$ cat src/rtl/pipe_ctrl_pkg.sv
`default_nettype none
// ============================================================================
//  Module   : pipe_ctrl_pkg
//  Purpose  : Shared types and constants for the pipeline hazard controller:
//             FSM state encoding and the control-output bundles (idle,
//             freeze, flush, load-use stall).
//  Ports    : none (package)
//  Revision : 1.0  initial release
// ============================================================================
package pipe_ctrl_pkg;

   typedef enum logic [1:0] {
      ST_RUN      = 2'd0,
      ST_MEM_WAIT = 2'd1,
      ST_ERR      = 2'd2
   } state_t;

   // Bit order matches the output ports of the top module.
   typedef struct packed {
      logic pc_write;
      logic if_id_write;
      logic if_id_flush;
      logic id_ex_bubble;
      logic id_ex_hold;
      logic ex_mem_hold;
   } ctrl_t;

   localparam ctrl_t C_CTRL_IDLE   = 6'b11_0000;
   // Whole front end frozen while data memory is busy (or after a timeout).
   localparam ctrl_t C_CTRL_FREEZE = 6'b00_0011;
   // Taken branch: squash the wrong-path fetch, PC keeps moving.
   localparam ctrl_t C_CTRL_FLUSH  = 6'b11_1000;
   // Load-use: hold PC and IF/ID, inject a NOP into ID/EX.
   localparam ctrl_t C_CTRL_STALL  = 6'b00_0100;

endpackage
`default_nettype wire

$ cat src/rtl/hazard_detect.sv
`default_nettype none
// ============================================================================
//  Module   : hazard_detect
//  Purpose  : Load-use comparator. Flags when the load in EX writes a
//             register that the instruction in ID reads. r0 never hazards.
//  Ports    : id_ex_mem_read  in  EX instruction is a load
//             id_ex_rt        in  load destination register
//             if_id_rs/rt     in  ID source registers
//             load_use        out hazard present
//  Revision : 1.0  initial release
// ============================================================================
module hazard_detect (
   input  logic       id_ex_mem_read,
   input  logic [4:0] id_ex_rt,
   input  logic [4:0] if_id_rs,
   input  logic [4:0] if_id_rt,
   output logic       load_use
);
   import pipe_ctrl_pkg::*;

   assign load_use = id_ex_mem_read && (id_ex_rt != 5'd0) &&
                     ((id_ex_rt == if_id_rs) || (id_ex_rt == if_id_rt));

endmodule
`default_nettype wire

$ cat src/rtl/pipeline_hazard_ctrl.sv
`default_nettype none
// ============================================================================
//  Module   : pipeline_hazard_ctrl
//  Purpose  : Hazard control for a 5-stage pipeline. Handles memory-wait
//             freezes (with timeout), taken-branch flushes and load-use
//             stalls, and keeps saturating stall/flush statistics.
//  Ports    : clk, rst                     clock, sync active-high reset
//             ID_EX_MemRead, ID_EX_Rt      load in EX and its destination
//             IF_ID_Rs, IF_ID_Rt           ID source registers
//             branch_taken                 branch resolved taken in ID
//             mem_req, mem_ready           data-memory handshake
//             PCWrite .. EX_MEM_Hold       pipeline control (combinational)
//             stall_cnt, flush_cnt         statistics (registered)
//             mem_timeout                  sticky timeout flag (registered)
//  Revision : 1.0  initial release
// ============================================================================
module pipeline_hazard_ctrl #(
   parameter int MEM_WAIT_MAX = 15,
   parameter int CNT_W        = 16
) (
   input  logic             clk,
   input  logic             rst,
   input  logic             ID_EX_MemRead,
   input  logic [4:0]       ID_EX_Rt,
   input  logic [4:0]       IF_ID_Rs,
   input  logic [4:0]       IF_ID_Rt,
   input  logic             branch_taken,
   input  logic             mem_req,
   input  logic             mem_ready,
   output logic             PCWrite,
   output logic             IF_ID_Write,
   output logic             IF_ID_Flush,
   output logic             ID_EX_Bubble,
   output logic             ID_EX_Hold,
   output logic             EX_MEM_Hold,
   output logic [CNT_W-1:0] stall_cnt,
   output logic [CNT_W-1:0] flush_cnt,
   output logic             mem_timeout
);
   import pipe_ctrl_pkg::*;

   localparam int                C_WAIT_W   = (MEM_WAIT_MAX < 1) ? 1 : $clog2(MEM_WAIT_MAX + 1);
   localparam logic [C_WAIT_W-1:0] C_WAIT_MAX = C_WAIT_W'(MEM_WAIT_MAX);

   state_t              r_state, w_next_state;
   logic [C_WAIT_W-1:0] r_wait_cnt, w_next_wait;
   logic [CNT_W-1:0]    r_stall_cnt, r_flush_cnt;
   logic                r_timeout, w_next_timeout;
   logic                w_lu, w_mw;
   ctrl_t               w_ctrl;

   hazard_detect u_hazard_detect (
      .id_ex_mem_read (ID_EX_MemRead),
      .id_ex_rt       (ID_EX_Rt),
      .if_id_rs       (IF_ID_Rs),
      .if_id_rt       (IF_ID_Rt),
      .load_use       (w_lu)
   );

   assign w_mw = mem_req && !mem_ready;

   // Next-state and Mealy outputs.
   always_comb begin
      w_ctrl         = C_CTRL_IDLE;
      w_next_state   = r_state;
      w_next_wait    = r_wait_cnt;
      w_next_timeout = r_timeout;
      case (r_state)
         ST_RUN: begin
            if (w_mw) begin
               w_ctrl       = C_CTRL_FREEZE;
               w_next_state = ST_MEM_WAIT;
               w_next_wait  = C_WAIT_W'(1);
            end else if (branch_taken) begin
               w_ctrl = C_CTRL_FLUSH;
            end else if (w_lu) begin
               // Stay in RUN: the bubble clears ID_EX_MemRead next cycle.
               w_ctrl = C_CTRL_STALL;
            end
         end
         ST_MEM_WAIT: begin
            // Branch/load-use are held stable by the freeze and are
            // evaluated once the FSM is back in RUN.
            if (mem_ready) begin
               w_next_state = ST_RUN;
               w_next_wait  = '0;
            end else begin
               w_ctrl = C_CTRL_FREEZE;
               if (r_wait_cnt == C_WAIT_MAX) begin
                  w_next_state   = ST_ERR;
                  w_next_timeout = 1'b1;
               end else begin
                  w_next_wait = r_wait_cnt + C_WAIT_W'(1);
               end
            end
         end
         ST_ERR: begin
            w_ctrl         = C_CTRL_FREEZE;
            w_next_timeout = 1'b1;
         end
         default: begin
            w_next_state = ST_RUN;
            w_next_wait  = '0;
         end
      endcase
      if (rst) begin
         w_ctrl = C_CTRL_IDLE;
      end
   end

   always_ff @(posedge clk) begin
      if (rst) begin
         r_state     <= ST_RUN;
         r_wait_cnt  <= '0;
         r_stall_cnt <= '0;
         r_flush_cnt <= '0;
         r_timeout   <= 1'b0;
      end else begin
         r_state    <= w_next_state;
         r_wait_cnt <= w_next_wait;
         r_timeout  <= w_next_timeout;
         if (!w_ctrl.pc_write && (r_stall_cnt != {CNT_W{1'b1}})) begin
            r_stall_cnt <= r_stall_cnt + CNT_W'(1);
         end
         if (w_ctrl.if_id_flush && (r_flush_cnt != {CNT_W{1'b1}})) begin
            r_flush_cnt <= r_flush_cnt + CNT_W'(1);
         end
      end
   end

   assign PCWrite      = w_ctrl.pc_write;
   assign IF_ID_Write  = w_ctrl.if_id_write;
   assign IF_ID_Flush  = w_ctrl.if_id_flush;
   assign ID_EX_Bubble = w_ctrl.id_ex_bubble;
   assign ID_EX_Hold   = w_ctrl.id_ex_hold;
   assign EX_MEM_Hold  = w_ctrl.ex_mem_hold;
   assign stall_cnt    = r_stall_cnt;
   assign flush_cnt    = r_flush_cnt;
   assign mem_timeout  = r_timeout;

endmodule
`default_nettype wire

$ cat config.mk
export PLATFORM = sky130hd
export DESIGN_NAME = pipeline_hazard_ctrl
export DESIGN_NICKNAME = d
export VERILOG_FILES = /design/src/rtl/pipe_ctrl_pkg.sv /design/src/rtl/hazard_detect.sv /design/src/rtl/pipeline_hazard_ctrl.sv
export SDC_FILE = /design/constraint.sdc
export NUM_CORES = 1
export LEC_CHECK = 0
export CAP_MARGIN = 0
export CORE_UTILIZATION = 46
export DETAILED_ROUTE_END_ITERATION = 8
export PLACE_DENSITY = 0.78
export REMOVE_ABC_BUFFERS = 1
export SYNTH_ARGS = -nofsm -noshare
export SYNTH_HDL_FRONTEND = slang
export SYNTH_SLANG_ARGS = --single-unit
$ cat constraint.sdc
create_clock -name clk -period 2.4 [get_ports clk]
set_input_delay 0.48 -clock clk [delete_from_list [all_inputs] [get_ports clk]]
set_output_delay 0.48 -clock clk [all_outputs]
set_load 0.05 [all_outputs]
==> results.cfg, run 1 <==
[run_status]
outcome = completed

[pwr]
power.density_nw_per_um2 = 465
p_sw_uw = 336
ir_drop_v = 0.000567
power_frac_clock = 0.395
p_int_uw = 1090
switching_share = 0.236
p_leak_uw = 0.00117
p_seq_frac = 0.463
power_uw = 1430
comb_power_share = 0.142

[sta]
rsz0062_at_grt = false
worst_slack_ns = 0.0918
setup_viol = 0
finalCriticalPeriod_ns = 2.31
final.setup_skew_ns = 0.00527
slew_viol_final = 0
hold_violations = 0
max_freq_ghz = 0.433
slew-limit-headroom = 0.656
finalCritPeriodShare = 0.962
tightestPinTransition_ns = 0.514
tns_ns = 0

[synth]
ys_async_sr_fraction = 0
synth-edff-count = 0
syn_inst = 248
yosysTopAreaCellShare = 0.375
syn_area_um2 = 2080
synth_common_cells = dfxtp_1, nor2_1, xnor2_1
synth_cell_types = 43
ys_ff_latch = 39
yosysMostFrequentCell = dfxtp_1
synth_top_cell_by_area = dfxtp_1
synth_area_leaders = dfxtp_1, xnor2_1, nor2_1
yosys_warnings = 0
synth_top_flop_cell = dfxtp_1
avgSynthCellArea_um2 = 8.39
ys_seq_area_frac = 0.375

[grt]
grtUsageMet3 = 0.0494
grtUsageTotal = 0.209
met1_usage = 0.246
grt_pass1_wl_um = 8280
grt_pass1_vias = 1891
met2_usage = 0.380
grt-ovfl-total = 0
top_usage_layer = met2
antenna_found_initial = 0
grt_max_degree = 28

[worst_setup_path]
crit_end = PCWrite
critPathLaunch = IF_ID_Rt[3]
r2r-end = stall_cnt[14]
end_kind = output pin
reg2reg_depth = 7
critical_path_arrival_ns = 1.83
critPathKind = in -> out
r2r_start = stall_cnt[0]
required_ns = 1.92
r2r_slack_ns = 0.31
worst_setup_path_start_kind = input pin
critical_path.max_fanout = 5

[placement]
io_buffers = 59
pre_cts_ws_ns = -0.207
place_area_um2 = 2900
dpl.hpwl_um = 3830
gp_congestion = 0.773

[die]
die-width_um = 69.2
initial_core_util = 0.478
ioPinCount = 60
dieHeight_um = 69.2
core_um2 = 4350
die-area_um2 = 4790
num_rows = 24

[clock_tree]
cts_sinks = 39
cts_buffer_depth = 2
root_buffer = clkbuf_8
cts.clk_slew.worst_paths_ns = 0.07
cts_inserted_buffers = 5
tritoncts = yes
clk_latency_ns = 0.29
htreeDepth = 2

[finish]
post_route_cells_drive_above_1_share = 0.151
n_fill_cell = 346
area_delta_synth_final_pct = 47.5
multi_input_area_um2 = 1270
fin_area_um2 = 3070
register_area_um2 = 781
nets = 348
diodes = 0

[routing]
first_pass_iters = 5
wirelength_um = 5070
drt_iter0_markers = 90
viasPerCell = 5.53
drc = 0
ant_nets = 0
vias = 2084
wl_per_cell_um = 13.4

[min_path]
hp-class = reg -> reg

[run]
drv_cap = 0
power by group through the flow:
stage | combinational (µW) | sequential [µW] | clock (µW)
after floorplan | 73.5 | 687 | 0
after global placement | 194 | 676 | 0
after detailed placement | 197 | 677 | 0
after CTS | 201 | 661 | 574
after global routing | 216 | 663 | 600
final | 202 | 662 | 564
logic make-up (layout without fill, tap and decap cells):
kind of cell	Yosys count	after routing	synth area share
compound gates	48	48	0.146
mux	5	5	0.0265
fa+ha+maj	3	3	0.0181
simple gates	113	113	0.295
xor+xnor	26	26	0.110
buf+inv	14	91	0.0301
flops	39	39	0.375
sequential cells by signal, indices dropped and copies added (netlist names):
name and flops:
flush_cnt 16, mem_timeout 1, r_state 2, r_wait_cnt 4
stall_cnt 16
what timing repair did:
item                                    in CTS  in global routing
endpoints found under the setup margin       3                  4
hold buffers                                 0                  0
pin swaps                                    2                  8
gates resized for setup                      7                 13
cloned                                       0                  0
setup buffers                                1                  0
per-stage QoR:
stage	utilization	hold WS [ns]	instances
after floorplan	-	0.461	240
after global placement	0.665	0.433	368
after detailed placement	0.665	0.459	368
after CTS	0.695	0.470	377
after global routing	0.705	0.498	377
final	0.705	0.464	377
worst min-delay path by stage:
stage                     depth (start not counted)           from  slack [ns]       endpoint
after floorplan                                   2  r_wait_cnt[1]        0.46  r_wait_cnt[1]
after global placement                            2    mem_timeout        0.43    mem_timeout
after detailed placement                          2    mem_timeout        0.46    mem_timeout
after CTS                                         2    mem_timeout        0.47    mem_timeout
after global routing                              2    mem_timeout        0.50    mem_timeout
final                                             2    mem_timeout        0.46    mem_timeout
critical path, cell delays in order:
cell and delay (ns):
clkdlybuf4s50_1 0.47, xnor2_1 0.11, nand2_1 0.10, o22ai_2 0.21
a31oi_1 0.11, buf_4 0.19, buf_12 0.15
layout make-up:
class	count	share of cell area
Inverter	6	0.00734
Timing Repair Buffer	77	0.265
Clock inverter	2	0.0114
Tap cell	52	0.0212
Multi-Input combinational cell	195	0.413
Sequential cell	39	0.254
Clock buffer	6	0.0269
layout by cell type, fill, tap and decap left out, types with 7 or more instances in the layout:
cell type and count:
nor2_1 31, dfxtp_1 39, nand4_1 11, clkdlybuf4s50_1 42, xor2_1 8, dlymetal6s2s_1 7, buf_12 7, buf_4 16
xnor2_1 18, nor2b_1 7, nand2_1 14, or3_1 9, o21ai_0 14, nand3_1 10, a21oi_1 15
routing by layer:
metal | vias up | wire, µm
met5 | - | 0
met4 | 0 | 41
met3 | 4 | 220
met2 | 54 | 2480
met1 | 985 | 2320
li1 | 1041 | -
(Power assumes the default switching activity.)
==> run 2: changes to the inputs <==
Settings changed: CORE_UTILIZATION 46 to 47, PLACE_DENSITY 0.78 to 0.79, SKIP_CTS_REPAIR_TIMING from default to 1.
==> run 2 against run 1 <==
Effect of this change: non-clock buffer count rose by 5; critical path type unchanged; wire length rose by 3.7%; sequential share of layout area fell by 0.37 points; clock skew fell by 0.0021 ns; highest routed layer unchanged; largest power group unchanged; cell count rose by 0.80%.
==> results.cfg, run 2 (synthesis results as in run 1) <==
[run_status]
outcome = completed

[pwr]
p_seq_frac = 0.454
power.density_nw_per_um2 = 469
comb_power_share = 0.145
power_frac_clock = 0.402
p_leak_uw = 0.00123
p_int_uw = 1100
switching_share = 0.245
p_sw_uw = 357
ir_drop_v = 0.000341

[worst_setup_path]
critPathKind = in -> out
crit_end = PCWrite
critPathLaunch = IF_ID_Rs[3]
critical_path.max_fanout = 8
r2r-end = stall_cnt[7]
r2r_slack_ns = 0.23
worst_setup_path_start_kind = input pin
critical_path_arrival_ns = 1.88
required_ns = 1.92
reg2reg_depth = 7
end_kind = output pin
r2r_start = stall_cnt[0]

[clock_tree]
htreeDepth = 2
clk_latency_ns = 0.30
cts.clk_slew.worst_paths_ns = 0.08
cts_inserted_buffers = 5
root_buffer = clkbuf_8
cts_sinks = 39
tritoncts = yes
cts_buffer_depth = 2

[routing]
ant_nets = 0
vias = 2107
wl_met3_um = 467
viasPerCell = 5.54
drc = 0
wl_per_cell_um = 13.8
first_pass_iters = 4
wl_met2_um = 2410
drt_iter0_markers = 230
wl_met1_um = 2290
wirelength_um = 5260
routed.top_layer = met4

[grt]
grt_pass1_vias = 1777
antenna_found_initial = 0
grt-ovfl-total = 0
grt_pass1_wl_um = 7910
grtUsageTotal = 0.226
grt_max_degree = 40

[sta]
slew_viol_final = 0
finalCritPeriodShare = 0.983
hold_violations = 0
setup_viol = 0
slew-limit-headroom = 0.658
final.setup_skew_ns = 0.00314
worst_slack_ns = 0.0407
max_freq_ghz = 0.424
finalCriticalPeriod_ns = 2.36
tightestPinTransition_ns = 0.511

[finish]
diodes = 0
nets = 353
n_fill_cell = 306
area_delta_synth_final_pct = 49.7
post_route_cells_drive_above_1_share = 0.161
mostFrequentLayoutCell = clkdlybuf4s50_1
mostFrequentLayoutCells = clkdlybuf4s50_1, dfxtp_1, nor2_1, buf_4, xnor2_1
register_area_um2 = 781
fin_area_um2 = 3110
multi_input_area_um2 = 1270

[die]
core_um2 = 4120
ioPinCount = 60
initial_core_util = 0.505
num_rows = 23
dieHeight_um = 68.5
die-width_um = 68.5
die-area_um2 = 4690

[min_path]
hp-class = reg -> reg

[placement]
place_area_um2 = 2870
io_buffers = 59
pre_cts_ws_ns = -0.202
dpl.hpwl_um = 3660
gp_congestion = 0.881

[run]
drv_cap = 0
run 2: cell count changes in the layout (fill, tap and decap cells not counted):
| cell | previous run | this run |
|---|---|---|
| buf_12 | 7 | 6 |
| buf_4 | 16 | 23 |
| buf_6 | 1 | 0 |
| clkdlybuf4s50_1 | 42 | 40 |
| clkinv_2 | 1 | 0 |
| dlygate4sd2_1 | 4 | 0 |
| dlymetal6s2s_1 | 7 | 13 |
| inv_6 | 0 | 1 |
| nor2_2 | 2 | 1 |
| nor2_4 | 0 | 1 |
| or2_1 | 0 | 1 |
| or2_4 | 2 | 1 |
run 2: worst min-delay path by stage:
stage,cells after the start,slack [ns],from,to
final,2,0.45,mem_timeout,mem_timeout
after detailed placement,2,0.44,mem_timeout,mem_timeout
after floorplan,2,0.46,r_wait_cnt[1],r_wait_cnt[1]
after CTS,2,0.46,mem_timeout,mem_timeout
after global routing,2,0.50,mem_timeout,mem_timeout
after global placement,2,0.44,mem_timeout,mem_timeout
run 2: cell type report:
cell class | instances | share of cell area
sequential | 39 | 0.251
clock buffer | 6 | 0.0265
inverter | 6 | 0.00723
multi-input combinational | 195 | 0.408
tap | 50 | 0.0201
clock inverter | 2 | 0.0125
timing repair buffer | 82 | 0.275
run 2: critical path: stages:
cell and delay [ns]:
clkdlybuf4s50_1 0.49, xnor2_1 0.13, nand2_1 0.11, o22ai_2 0.21, a31oi_1 0.13, buf_4 0.19, buf_12 0.15
run 2: metrics by stage:
step | instances | hold slack [ns] | total power, µW | utilization | setup TNS, ns
2_1_floorplan | 240 | 0.461 | 760 | - | -11.54
3_3_place_gp | 365 | 0.437 | 866 | 0.698 | -0.778
3_5_place_dp | 365 | 0.444 | 869 | 0.698 | -1.45
4_1_cts | 373 | 0.456 | 1450 | 0.728 | -0.426
5_1_grt | 380 | 0.498 | 1520 | 0.756 | -0.0622
6_report | 380 | 0.450 | 1460 | 0.756 | 0
run 2: routing by layer:
metal | global-route usage | vias up
met5 | 0 | -
met4 | 0.102 | 0
met3 | 0.0559 | 11
met2 | 0.369 | 75
met1 | 0.280 | 962
li1 | - | 1059
run 2: power by group through the flow:
stage,Sequential [µW],Combinational (µW),Clock [µW]
2_1_floorplan,687,73.5,0
3_3_place_gp,676,190,0
3_5_place_dp,676,193,0
4_1_cts,661,194,595
5_1_grt,663,227,626
6_report,662,211,586
==> run 3: changes to the inputs <==
Settings changed: PLACE_DENSITY 0.79 to 0.83.
==> run 3 against run 2 <==
Effect of this change: sequential power barely moved; cell count shrank 0.26%; design area is 0.60% lower; first-iteration DRC count is 11% lower; utilization shrank 0.46 points; worst hold slack worse by 0.0033 ns; clock power up 12%; clock skew grew 0.0098 ns; sequential share of layout area grew 0.15 points; via count up 1.6%; largest cell class unchanged; largest power group unchanged.
==> results.cfg, run 3 (synthesis results as in run 1) <==
[clock_tree]
cts_inserted_buffers = 5
cts_buffer_depth = 2
cts_sinks = 39
clk_latency_ns = 0.30
cts.clk_slew.worst_paths_ns = 0.07
root_buffer = clkbuf_8
tritoncts = yes
htreeDepth = 2

[worst_setup_path]
r2r-end = stall_cnt[9]
critical_path_arrival_ns = 1.86
reg2reg_depth = 7
end_kind = output pin
required_ns = 1.92
r2r_slack_ns = 0.29
critical_path.max_fanout = 8
worst_setup_path_start_kind = input pin
r2r_start = stall_cnt[0]
critPathLaunch = mem_req
critPathKind = in -> out

[sta]
hold_violations = 0
slew-limit-headroom = 0.642
final.setup_skew_ns = 0.0130
finalCriticalPeriod_ns = 2.34
max_freq_ghz = 0.428
finalCritPeriodShare = 0.973
slew_viol_final = 0
tightestPinTransition_ns = 0.536
setup_viol = 0

[die]
num_rows = 23
die-area_um2 = 4690
initial_core_util = 0.505
ioPinCount = 60
die-width_um = 68.5
dieHeight_um = 68.5
core_um2 = 4120

[routing]
first_pass_iters = 4
vias = 2141
drt_iter0_markers = 205
drc = 0
wirelength_um = 5380
viasPerCell = 5.65
wl_per_cell_um = 14.2
ant_nets = 0

[grt]
antenna_found_initial = 0
grtUsageTotal = 0.236
grt_pass1_vias = 1856
grt-ovfl-total = 0
grt_max_degree = 22
grt_pass1_wl_um = 8190

[finish]
fin_area_um2 = 3090
n_fill_cell = 301
mostFrequentLayoutCells = clkdlybuf4s50_1, dfxtp_1, nor2_1, buf_4, xnor2_1
post_route_cells_drive_above_1_share = 0.152
nets = 352
multi_input_area_um2 = 1260
diodes = 0
area_delta_synth_final_pct = 48.8
mostFrequentLayoutCell = clkdlybuf4s50_1
register_area_um2 = 781

[placement]
place_area_um2 = 2890
gp_congestion = 0.790
dpl.hpwl_um = 3770
io_buffers = 59

[pwr]
ir_drop_v = 0.000324
power_uw = 1520
p_seq_frac = 0.435
power_frac_clock = 0.430
comb_power_share = 0.135
power.density_nw_per_um2 = 492
p_int_uw = 1170
p_sw_uw = 349
p_leak_uw = 0.00117
switching_share = 0.229

[min_path]
min_path_cells = 2
hold_path.startpoint = mem_timeout
min_to = mem_timeout
hp-class = reg -> reg

[run_status]
outcome = completed

[run]
drv_cap = 0
run 3: layout make-up:
type,instances,area share
Multi-Input combinational cell,195,0.409
Timing Repair Buffer,81,0.268
Sequential cell,39,0.252
Clock buffer,6,0.0235
Tap cell,50,0.0202
Clock inverter,2,0.0194
Inverter,6,0.00728
run 3: worst max path at each step:
stage               cells after the start      endpoint  slack [ns]
floorplan                               6  stall_cnt[3]       -1.73
global placement                        7   IF_ID_Write       -0.08
detailed placement                      7  stall_cnt[9]       -0.15
CTS                                     7   IF_ID_Write       -0.08
global route                            7   IF_ID_Write      -0.001
finish                                  7   IF_ID_Write        0.06
run 3: critical path, stage by stage:
cell             delay, ns
clkdlybuf4s50_1       0.41
or2_4                 0.25
a21oi_4               0.16
nor2_1                0.07
a31oi_1               0.13
buf_4                 0.19
buf_12                0.15
run 3: routing by layer:
metal	GRT usage	part of all wire	wire length, µm	up-vias
li1	-	-	-	1052
met1	0.265	0.42	2250	987
met3	0.0691	0.089	477	9
met5	0	0	0	-
met2	0.408	0.48	2580	93
met4	0.109	0.015	83	0
run 3: power by group through the flow:
| stage | clock (µW) | sequential (µW) | combinational, µW |
|---|---|---|---|
| floorplan | 0 | 687 | 73.5 |
| global placement | 0 | 676 | 190 |
| detailed placement | 0 | 676 | 193 |
| CTS | 661 | 661 | 195 |
| global route | 694 | 662 | 220 |
| finish | 654 | 662 | 206 |
run 3: stage by stage:
| stage | setup WS (ns) | hold WS [ns] | cells | util | TNS (ns) |
|---|---|---|---|---|---|
| global route | -0.00124 | 0.468 | 379 | 0.752 | -0.00124 |
| CTS | -0.0812 | 0.451 | 375 | 0.734 | -0.195 |
| global placement | -0.0794 | 0.433 | 367 | 0.702 | -0.413 |
| detailed placement | -0.155 | 0.440 | 367 | 0.702 | -0.574 |
| floorplan | -1.73 | 0.461 | 240 | - | -11.54 |
| finish | 0.0642 | 0.447 | 379 | 0.752 | 0 |
